--- src/rtl/core_pkg.sv ---
`default_nettype none
// ============================================================================
// Package     : core_pkg
// Description : Shared RV32I definitions: data width, reset PC, fetch word
//               stride, the prefetch FIFO entry type and base opcodes.
// Revision    : 1.0 - initial release
// ============================================================================
package core_pkg;

    localparam int          XLEN             = 32;
    localparam logic [31:0] RESET_PC_DEFAULT = 32'h0000_0000;
    localparam logic [31:0] WORD_STRIDE      = 32'd4;

    // One buffered instruction: the address it was fetched from plus the word.
    typedef struct packed {
        logic [XLEN-1:0] addr;
        logic [XLEN-1:0] data;
    } fetch_entry_t;

    // RV32I base opcodes (inst[6:0])
    localparam logic [6:0] OPC_LUI     = 7'b0110111;
    localparam logic [6:0] OPC_AUIPC   = 7'b0010111;
    localparam logic [6:0] OPC_JAL     = 7'b1101111;
    localparam logic [6:0] OPC_JALR    = 7'b1100111;
    localparam logic [6:0] OPC_BRANCH  = 7'b1100011;
    localparam logic [6:0] OPC_LOAD    = 7'b0000011;
    localparam logic [6:0] OPC_STORE   = 7'b0100011;
    localparam logic [6:0] OPC_OPIMM   = 7'b0010011;
    localparam logic [6:0] OPC_OP      = 7'b0110011;
    localparam logic [6:0] OPC_MISCMEM = 7'b0001111;
    localparam logic [6:0] OPC_SYSTEM  = 7'b1110011;

    // Clear the byte offset of an address (instructions are word aligned).
    function automatic logic [XLEN-1:0] word_align(input logic [XLEN-1:0] a);
        return {a[XLEN-1:2], 2'b00};
    endfunction

endpackage
`default_nettype wire

--- src/rtl/ifetch_fifo.sv ---
`default_nettype none
// ============================================================================
// Module      : ifetch_fifo
// Description : Synchronous FIFO of fetch entries (address + instruction word).
//               Flush empties the queue and wins over a same-cycle push.
//               Push and pop in the same cycle are allowed at any occupancy,
//               including full (the head is read before the write lands).
// Ports       : clk        - clock
//               res        - synchronous active-low reset
//               flush      - discard all entries
//               push       - write push_entry at the tail
//               push_entry - entry to write
//               pop        - drop the head entry
//               head       - current head entry (valid when !empty)
//               count      - number of entries held (0..DEPTH)
//               empty      - no entries held
// Revision    : 1.0 - initial release
// ============================================================================
module ifetch_fifo
    import core_pkg::*;
#(
    parameter int DEPTH = 4
) (
    input  logic                         clk,
    input  logic                         res,
    input  logic                         flush,
    input  logic                         push,
    input  fetch_entry_t                 push_entry,
    input  logic                         pop,
    output fetch_entry_t                 head,
    output logic [$clog2(DEPTH):0]       count,
    output logic                         empty
);

    localparam int AW = $clog2(DEPTH);

    fetch_entry_t          store [DEPTH];
    logic [AW-1:0]         wr_ptr;
    logic [AW-1:0]         rd_ptr;
    logic [AW:0]           cnt;

    always_ff @(posedge clk) begin
        if (!res || flush) begin
            wr_ptr <= '0;
            rd_ptr <= '0;
            cnt    <= '0;
        end else begin
            if (push) begin
                wr_ptr <= wr_ptr + 1'b1;
            end
            if (pop) begin
                rd_ptr <= rd_ptr + 1'b1;
            end
            case ({push, pop})
                2'b10:   cnt <= cnt + 1'b1;
                2'b01:   cnt <= cnt - 1'b1;
                default: cnt <= cnt;
            endcase
        end
    end

    // Storage carries no reset; cnt alone decides what is valid.
    always_ff @(posedge clk) begin
        if (res && push && !flush) begin
            store[wr_ptr] <= push_entry;
        end
    end

    assign head  = store[rd_ptr];
    assign count = cnt;
    assign empty = (cnt == '0);

endmodule
`default_nettype wire

--- src/rtl/ifetch_prefetch.sv ---
`default_nettype none
// ============================================================================
// Module      : ifetch_prefetch
// Description : Instruction prefetch buffer in front of the RV32I core.
//               Streams sequential fetches from a pipelined instruction memory
//               (req/gnt issue, in-order rvalid) into a small FIFO and serves
//               the core's next PC from the FIFO head. A core address that does
//               not match the next buffered/expected word is a redirect: the
//               FIFO is flushed, in-flight words are marked for discard and
//               fetching restarts at the new address on the following cycle.
// Ports       : clk        - clock, all state on rising edge
//               res        - synchronous active-low reset
//               core_addr  - address of the instruction the core takes next
//               core_data  - instruction word for core_addr (0 when no hit)
//               core_halt  - core must stall (no hit, or ext_halt)
//               ext_halt   - external stall; blocks pop, not fetch
//               mem_req    - fetch request valid
//               mem_addr   - fetch address, word aligned
//               mem_gnt    - request accepted this cycle
//               mem_rvalid - response valid (in issue order)
//               mem_rdata  - response word
// Revision    : 1.0 - initial release
// ============================================================================
module ifetch_prefetch
    import core_pkg::*;
#(
    parameter int          DEPTH    = 4,
    parameter logic [31:0] RESET_PC = RESET_PC_DEFAULT
) (
    input  logic        clk,
    input  logic        res,
    input  logic [31:0] core_addr,
    output logic [31:0] core_data,
    output logic        core_halt,
    input  logic        ext_halt,
    output logic        mem_req,
    output logic [31:0] mem_addr,
    input  logic        mem_gnt,
    input  logic        mem_rvalid,
    input  logic [31:0] mem_rdata
);

    localparam int            CW      = $clog2(DEPTH) + 1;
    localparam logic [CW:0]   DEPTH_W = (CW+1)'(DEPTH);

    // ------------------------------------------------------------------------
    // State
    // ------------------------------------------------------------------------
    logic [31:0]   pf_addr;      // next address to request
    logic [31:0]   ret_addr;     // address of the next response that is kept
    logic [CW-1:0] outstanding;  // issued, not yet returned
    logic [CW-1:0] drop;         // returns still to be discarded

    // ------------------------------------------------------------------------
    // FIFO
    // ------------------------------------------------------------------------
    fetch_entry_t  fifo_head;
    fetch_entry_t  push_entry;
    logic [CW-1:0] fifo_count;
    logic          fifo_empty;
    logic          push;
    logic          pop;

    // ------------------------------------------------------------------------
    // Control
    // ------------------------------------------------------------------------
    logic [31:0]   core_word;
    logic          hit;
    logic          redirect;
    logic          room;
    logic          issue;
    logic [CW-1:0] outstanding_nxt;

    assign core_word = word_align(core_addr);

    // Everything core- and memory-facing is masked while reset is held so the
    // outputs read idle from the first reset edge regardless of stale state.
    assign hit = res && !fifo_empty
                 && (fifo_head.addr[31:2] == core_word[31:2]);

    // With a non-empty FIFO the head must match. With an empty FIFO the only
    // word still coming for us is the one at ret_addr; anything else is a jump.
    assign redirect = res && (fifo_empty ? (ret_addr[31:2] != core_word[31:2])
                                         : (fifo_head.addr[31:2] != core_word[31:2]));

    assign core_data = hit ? fifo_head.data : 32'h0;
    assign core_halt = !hit || ext_halt;
    assign pop       = hit && !ext_halt;

    // Buffered plus in-flight words never exceed DEPTH, so a response always
    // has a free slot and the FIFO cannot overflow.
    assign room     = ({1'b0, fifo_count} + {1'b0, outstanding}) < DEPTH_W;
    assign mem_req  = res && !redirect && room;
    assign mem_addr = pf_addr;
    assign issue    = mem_req && mem_gnt;

    assign push       = mem_rvalid && (drop == '0);
    assign push_entry = '{addr: ret_addr, data: mem_rdata};

    assign outstanding_nxt = outstanding + CW'(issue) - CW'(mem_rvalid);

    ifetch_fifo #(
        .DEPTH (DEPTH)
    ) u_fifo (
        .clk        (clk),
        .res        (res),
        .flush      (redirect),
        .push       (push),
        .push_entry (push_entry),
        .pop        (pop),
        .head       (fifo_head),
        .count      (fifo_count),
        .empty      (fifo_empty)
    );

    always_ff @(posedge clk) begin
        if (!res) begin
            pf_addr     <= word_align(RESET_PC);
            ret_addr    <= word_align(RESET_PC);
            outstanding <= '0;
            drop        <= '0;
        end else begin
            outstanding <= outstanding_nxt;
            if (redirect) begin
                pf_addr  <= core_word;
                ret_addr <= core_word;
                // Every word still in flight after this edge belongs to the
                // abandoned stream. A response arriving now is consumed this
                // cycle (flushed or counted against drop), so it is excluded;
                // no grant happens because mem_req is held low.
                drop     <= outstanding_nxt;
            end else begin
                if (issue) begin
                    pf_addr <= pf_addr + WORD_STRIDE;
                end
                if (push) begin
                    ret_addr <= ret_addr + WORD_STRIDE;
                end
                if (mem_rvalid && (drop != '0)) begin
                    drop <= drop - 1'b1;
                end
            end
        end
    end

    // A response with nothing outstanding means the memory and this block
    // disagree about the request stream.
    a_rvalid_outstanding : assert property (@(posedge clk) disable iff (!res)
        !(mem_rvalid && (outstanding == '0)));

    // Compressed instructions are not supported; the core PC stays aligned.
    a_core_aligned : assert property (@(posedge clk) disable iff (!res)
        (core_addr[1:0] == 2'b00));

endmodule
`default_nettype wire

--- config.mk ---
export PLATFORM = sky130hd
export DESIGN_NAME = ifetch_prefetch
export DESIGN_NICKNAME = d
export VERILOG_FILES = /design/src/rtl/core_pkg.sv /design/src/rtl/ifetch_fifo.sv /design/src/rtl/ifetch_prefetch.sv
export SDC_FILE = /design/constraint.sdc
export NUM_CORES = 1
export LEC_CHECK = 0
export BUFFER_PORTS_ARGS = -buffer_cell sky130_fd_sc_hd__buf_2
export CAP_MARGIN = 10
export CORE_AREA = 2 2 181 183
export DETAILED_ROUTE_END_ITERATION = 10
export DIE_AREA = 0 0 183 185
export HOLD_SLACK_MARGIN = 0.06
export PLACE_DENSITY = 0.68
export SYNTH_ARGS = -nofsm -noshare
export SYNTH_HDL_FRONTEND = slang
export SYNTH_SLANG_ARGS = --single-unit
--- constraint.sdc ---
create_clock -name clk -period 6.8 [get_ports clk]
set_clock_uncertainty 0.05 [all_clocks]
set_input_delay 0.34 -clock clk [delete_from_list [all_inputs] [get_ports clk]]
set_output_delay 0.34 -clock clk [all_outputs]
set_load 0.01 [all_outputs]
# ---- Word-level counts from Yosys, hierarchy flattened
# Memory sizes are Yosys's and may differ from the RTL's. A register that Yosys moved wholly into a read port is not among the register bits.
# Index checks and enable logic that the tools add are counted.
dict set report word_totals {
  wordCells 66
  rom_bits 0
  reg_bits 77
  mem_count 1
  in_bits 69
  mem_bits_rw 256
  output_inout_bits 66
  latch_bits 0
}
# memory words word_bits rd rd_clocked_by_memory_dff write_ports line
set mem_list {}
lappend mem_list {u_fifo.store 4 64 1 1 1 ifetch_fifo.sv:37} ;# fetch_entry_t store [DEPTH];
dict set report classes {
  div 0
  addsub 10
  shifts 0
  mux 13
  reduce_logical 26
  n_mul 0
  order_cmp 1
  eq_ne 5
  bitwise 1
}
# op n
set op_table {}
lappend op_table {{two-way mux 32 bit} 5}
lappend op_table {{adder 32 x 3 -> 32 bit, second input constant} 2}
lappend op_table {{inequality test 30 bit} 2}
lappend op_table {{equality test 30 bit} 1}
lappend op_table {{logical AND 1 bit} 11}
lappend op_table {{nonzero test 2 bit} 4}
lappend op_table {{zero test 3 bit} 2}
lappend op_table {{two-way mux 3 bit} 2}
lappend op_table {{one-hot mux 3 bit (2 select lines)} 1}
lappend op_table {{subtractor 3 x 1 -> 3 bit, second input constant} 2}
lappend op_table {{zero test 1 bit} 5}
lappend op_table {{adder 2 x 1 -> 2 bit, second input constant} 2}
lappend op_table {{adder 3 x 3 -> 4 bit} 1}
lappend op_table {{less-than comparator 4 x 3 -> 1 bit, second input constant} 1}
lappend op_table {{two-way mux 2 bit} 2}
lappend op_table {{adder 3 x 1 -> 3 bit} 1}
lappend op_table {{adder 3 x 1 -> 3 bit, second input constant} 1}
lappend op_table {{two-way mux 1 bit} 3}
lappend op_table {{nonzero test 3 bit} 1}
lappend op_table {{subtractor 3 x 1 -> 3 bit} 1}
lappend op_table {{equality test 2 x 1 -> 1 bit, second input constant} 1}
lappend op_table {{equality test 2 bit, second input constant} 1}
lappend op_table {{logical OR 1 bit} 2}
lappend op_table {{OR reduction 2 bit} 1}
lappend op_table {{NOT 1 bit} 1}

# ---- Longest topological paths before layout
dict set report depth {
  depth_word 10
  ltp_mapped 21
  ltp_nobuf 17
}

# ---- Cells and area by module
# From an unflattened synthesis, not the netlist that was laid out.
dict set report unflattened {
  cells_unflattened 954
  hier_area_um2 14634.0
}
# mod area_each_um2 cells_each seq_area_each_um2 n_inst
set modules_own_cells {}
lappend modules_own_cells {ifetch_fifo 9750.6 382 7867.5 1}
lappend modules_own_cells {ifetch_prefetch 4883.4 572 1321.3 1}

# ---- Worst setup path before layout
# No wires, ideal clock.
dict set report synth_path {
  path_type {register -> register}
  from {reg with a tool-made name}
  to {mem u_fifo.store[0][0] in the netlist's numbering (enable)}
  arrival_time_ps 4833
  setup_ps 482
  required_time_ps 6268
  setup_slack_ps 1435
  stages_incl_launch_ff 13
  period_less_slack_ps 5365
  n_path_buf 4
  cell_sequence {dfxtp_1 buf_6 buf_12 mux4_2 xor2_1 nor2_2 o221ai_2 nor3_2 a31o_2 buf_6 nand3_4 buf_6 nor2_1}
}
# element line
set synth_lines {}
lappend synth_lines {{to (decl)} ifetch_fifo.sv:37}

==> impl_metrics.ini <==
[finish]
final_area_mm2 = 0.01657
area_growth_pct = 16.96
multiInputGateArea_mm2 = 0.004818
final_util = 0.5172
drive_gt1_frac = 0.2664
final_cells = 1538
finish.net_count = 1189
num-fill-cells = 2732
antennaDiodeCount = 0
seqCellArea_mm2 = 0.008956

[place]
io_buffers = 130
placedCellCount = 1443
gp_congestion = 0.8884
dp_hpwl_um = 19260
placed_cell_area_mm2 = 0.01513

[worst_setup_path]
start_kind = flop
cp_num_buf_inv = 2
cp_slowest_stage_delay_ns = 0.78
cp_common_cell = xnor2_1
crit_required_ns = 7.18
worstPathArrival_ns = 5.06
path_cells = mux4_2, xnor2_1, nand4_1, nor3_2, a31o_2, and2_4, nand3_1, ha_1, inv_1, ha_1, inv_1, fa_1, xnor2_1, xnor2_1, nand2_1, mux2i_1
cpLargestDelayFamily = simple AND/OR/NAND/NOR gates
cp_slowest_cell = dfxtp_4
path_max_fanout = 33
critPathCaptureType = flop
crit_type = reg -> reg

[worst_hold_path]
min_from = ext_halt
hold_class = in -> reg

[clock_network]
clk_pin_slew_worst_paths_ns = 0.06
cts-root-buf = clkbuf_16
cts.htree.levels = 2
clk_latency_ns = 0.51
numClockSinks = 323
cts_made_buffers = 36
cts_setup_buffers = 0
cts.path.max_buffers = 3
cts_tree = done

[global_route]
grt_pass1_wl_um = 47760
antenna_found_initial = 0
grt_pass1_vias = 8417
grt_max_degree = 70
grt_use_total = 0.1853
overflow = 0

[timing]
setup_viol = 0
worst_pin_slew_ns = 0.8567
finalCriticalPeriod_ns = 4.675
min_period_over_period = 0.6876
drv_slew = 0
finalHoldViolCount = 0
relSlewSlack = 0.4289
setup_tns_ns = 0
rsz0062_at_grt = no
fmax_mhz = 213.9

[run]
max_cap_violations = 0

[yosys]
synth-xor-area-share = 0.07912
synth_fa_ha_area_frac = 0.01431
syn_area_per_cell_um2 = 15.01
synth_cell_types = 54
ys_seq_area_frac = 0.6316
synth_top_family_by_area = multiplexers
yosysWarnings = 0
synthCells = 944
synth-simple-area-share = 0.08398
synth_compound_area_frac = 0.05334
netlist_area_mm2 = 0.01417
synthMuxAreaShare = 0.1067
synth-seq-cells = 323

[detailed_routing]
m1WireLength_um = 14250
ant_nets = 0
dr.pass1.iters = 5
wirelength_um = 31050
via_per_inst = 5.439
met2_length_um = 14590
drc = 0
vias = 8365
wl_met3_um = 1655
drt_iter0_drc = 571
wl_per_cell_um = 20.19
top_layer = met4

[floorplan]
start_util = 0.4422
num_rows = 66
ios = 135
die_x_um = 183
core_mm2 = 0.03204
dieArea_mm2 = 0.03386
die_y_um = 185

[power]
ir_drop_mv = 0.1933
power_density_mw_per_mm2 = 256.4
power_uw = 4250
leakage_uw = 0.005727

[outcome]
outcome = completed
==> per-stage QoR <==
stage               hold WS, ns  worst slack, ns
finish                   0.1129            2.125
global route             0.1263            1.816
CTS                     0.09588            2.054
detailed placement       0.4457            2.125
global placement         0.4227            2.152
floorplan                0.3889            1.435
==> power by group <==
part           total (uW)  internal (uW)  switching (uW)
Sequential           2190           2150            42.6
Combinational         214            102             113
Clock                1850           1110             737
==> path summary, 6_finish.rpt <==
check | endpoint | slack (ns) | depth (start not counted)
setup / recovery | drop[2] | 2.12 | 16
hold / removal | u_fifo.rd_ptr[0] | 0.11 | 3
setup reg to reg | drop[2] | 2.12 | 16
hold reg to reg | flop | 0.46 | 2
==> area by class of cell <==
cell class / count / area share
inverter: 19 / 0.004304
clock inverter: 13 / 0.006569
sequential: 323 / 0.5404
multi-input combinational: 551 / 0.2908
tap: 408 / 0.03080
timing repair buffer: 174 / 0.06629
clock buffer: 50 / 0.06085
==> worst min-delay path, stage by stage <==
cell     delay [ns]
buf_2          0.10
or3_1          0.12
a21oi_1        0.06
==> what timing repair did <==
action | CTS | global route
hold buffers | 32 | 0
resized for setup | 0 | 0
hold endpoints to repair | 128 | 0
==> kinds of logic after synthesis <==
group / count (synthesis)
flops: 323
simple gates: 230
xor+xnor: 128
compound gates: 94
mux: 82
buf+inv: 71
fa+ha+maj: 15
other cells: 1
==> Yosys cell counts, drive strengths merged <==
cell type	instances	share of area
edfxtp	248	0.53
xnor2	79	0.049
nand2	76	0.020
dfxtp	75	0.11
mux4	55	0.087
xor2	49	0.030
nor2b	34	0.015
o22ai	30	0.020
buf	29	0.020
nor2	28	0.0076
a31o	25	0.015
mux2i	25	0.018
nand4	25	0.011
a21oi	24	0.0087
nand3	24	0.0094
clkbuf	23	0.0061
inv	19	0.0050
ha	13	0.011
and3	10	0.0044
nor3	9	0.0035
and4	6	0.0037
nor4	6	0.0031
and2	5	0.0024
o21ai	4	0.0014
or3	3	0.0013
fa	2	0.0028
mux2	2	0.0016
nand2b	2	0.00088
o2111ai	2	0.0012
o211ai	2	0.0011
a2111oi	1	0.0011
a211oi	1	0.00088
a221oi	1	0.00062
a31oi	1	0.00044
a32o	1	0.00071
and3b	1	0.00062
conb	1	0.00026
o221ai	1	0.0011
o41a	1	0.00079
or2	1	0.00044
==> cell usage in the layout, fill, tap and decap left out, types with 5 or more instances in the layout <==
cell type,n
clkbuf_1,9
nor3_1,8
and4_1,6
mux4_2,55
o22ai_1,15
a21oi_1,23
clkinv_1,7
mux2i_1,25
dfxtp_1,73
xor2_1,49
nor4_1,5
a31o_2,23
clkbuf_16,38
nor2b_1,34
nand4_1,24
nand2_1,76
xnor2_1,79
o22ai_2,15
nand3_1,23
nor2_1,23
edfxtp_1,248
buf_2,130
inv_1,19
and3_1,10
ha_1,13
buf_4,9
dlygate4sd3_1,32
==> layer usage <==
metal  vias up  global-route usage
li1       3872                   -
met1      4197              0.2583
met2       256              0.3076
met3        40             0.02851
met4         0             0.04416
met5         -                   0
==> flip-flops by register name (all words and copies together) (netlist names), named ones only <==
signal,cells
outstanding,3
u_fifo.count,3
ret_addr,30
u_fifo.wr_ptr,2
u_fifo.store,248
drop,3
mem_addr,30
u_fifo.rd_ptr,2
Note: power is estimated with default switching activity, not from simulation.
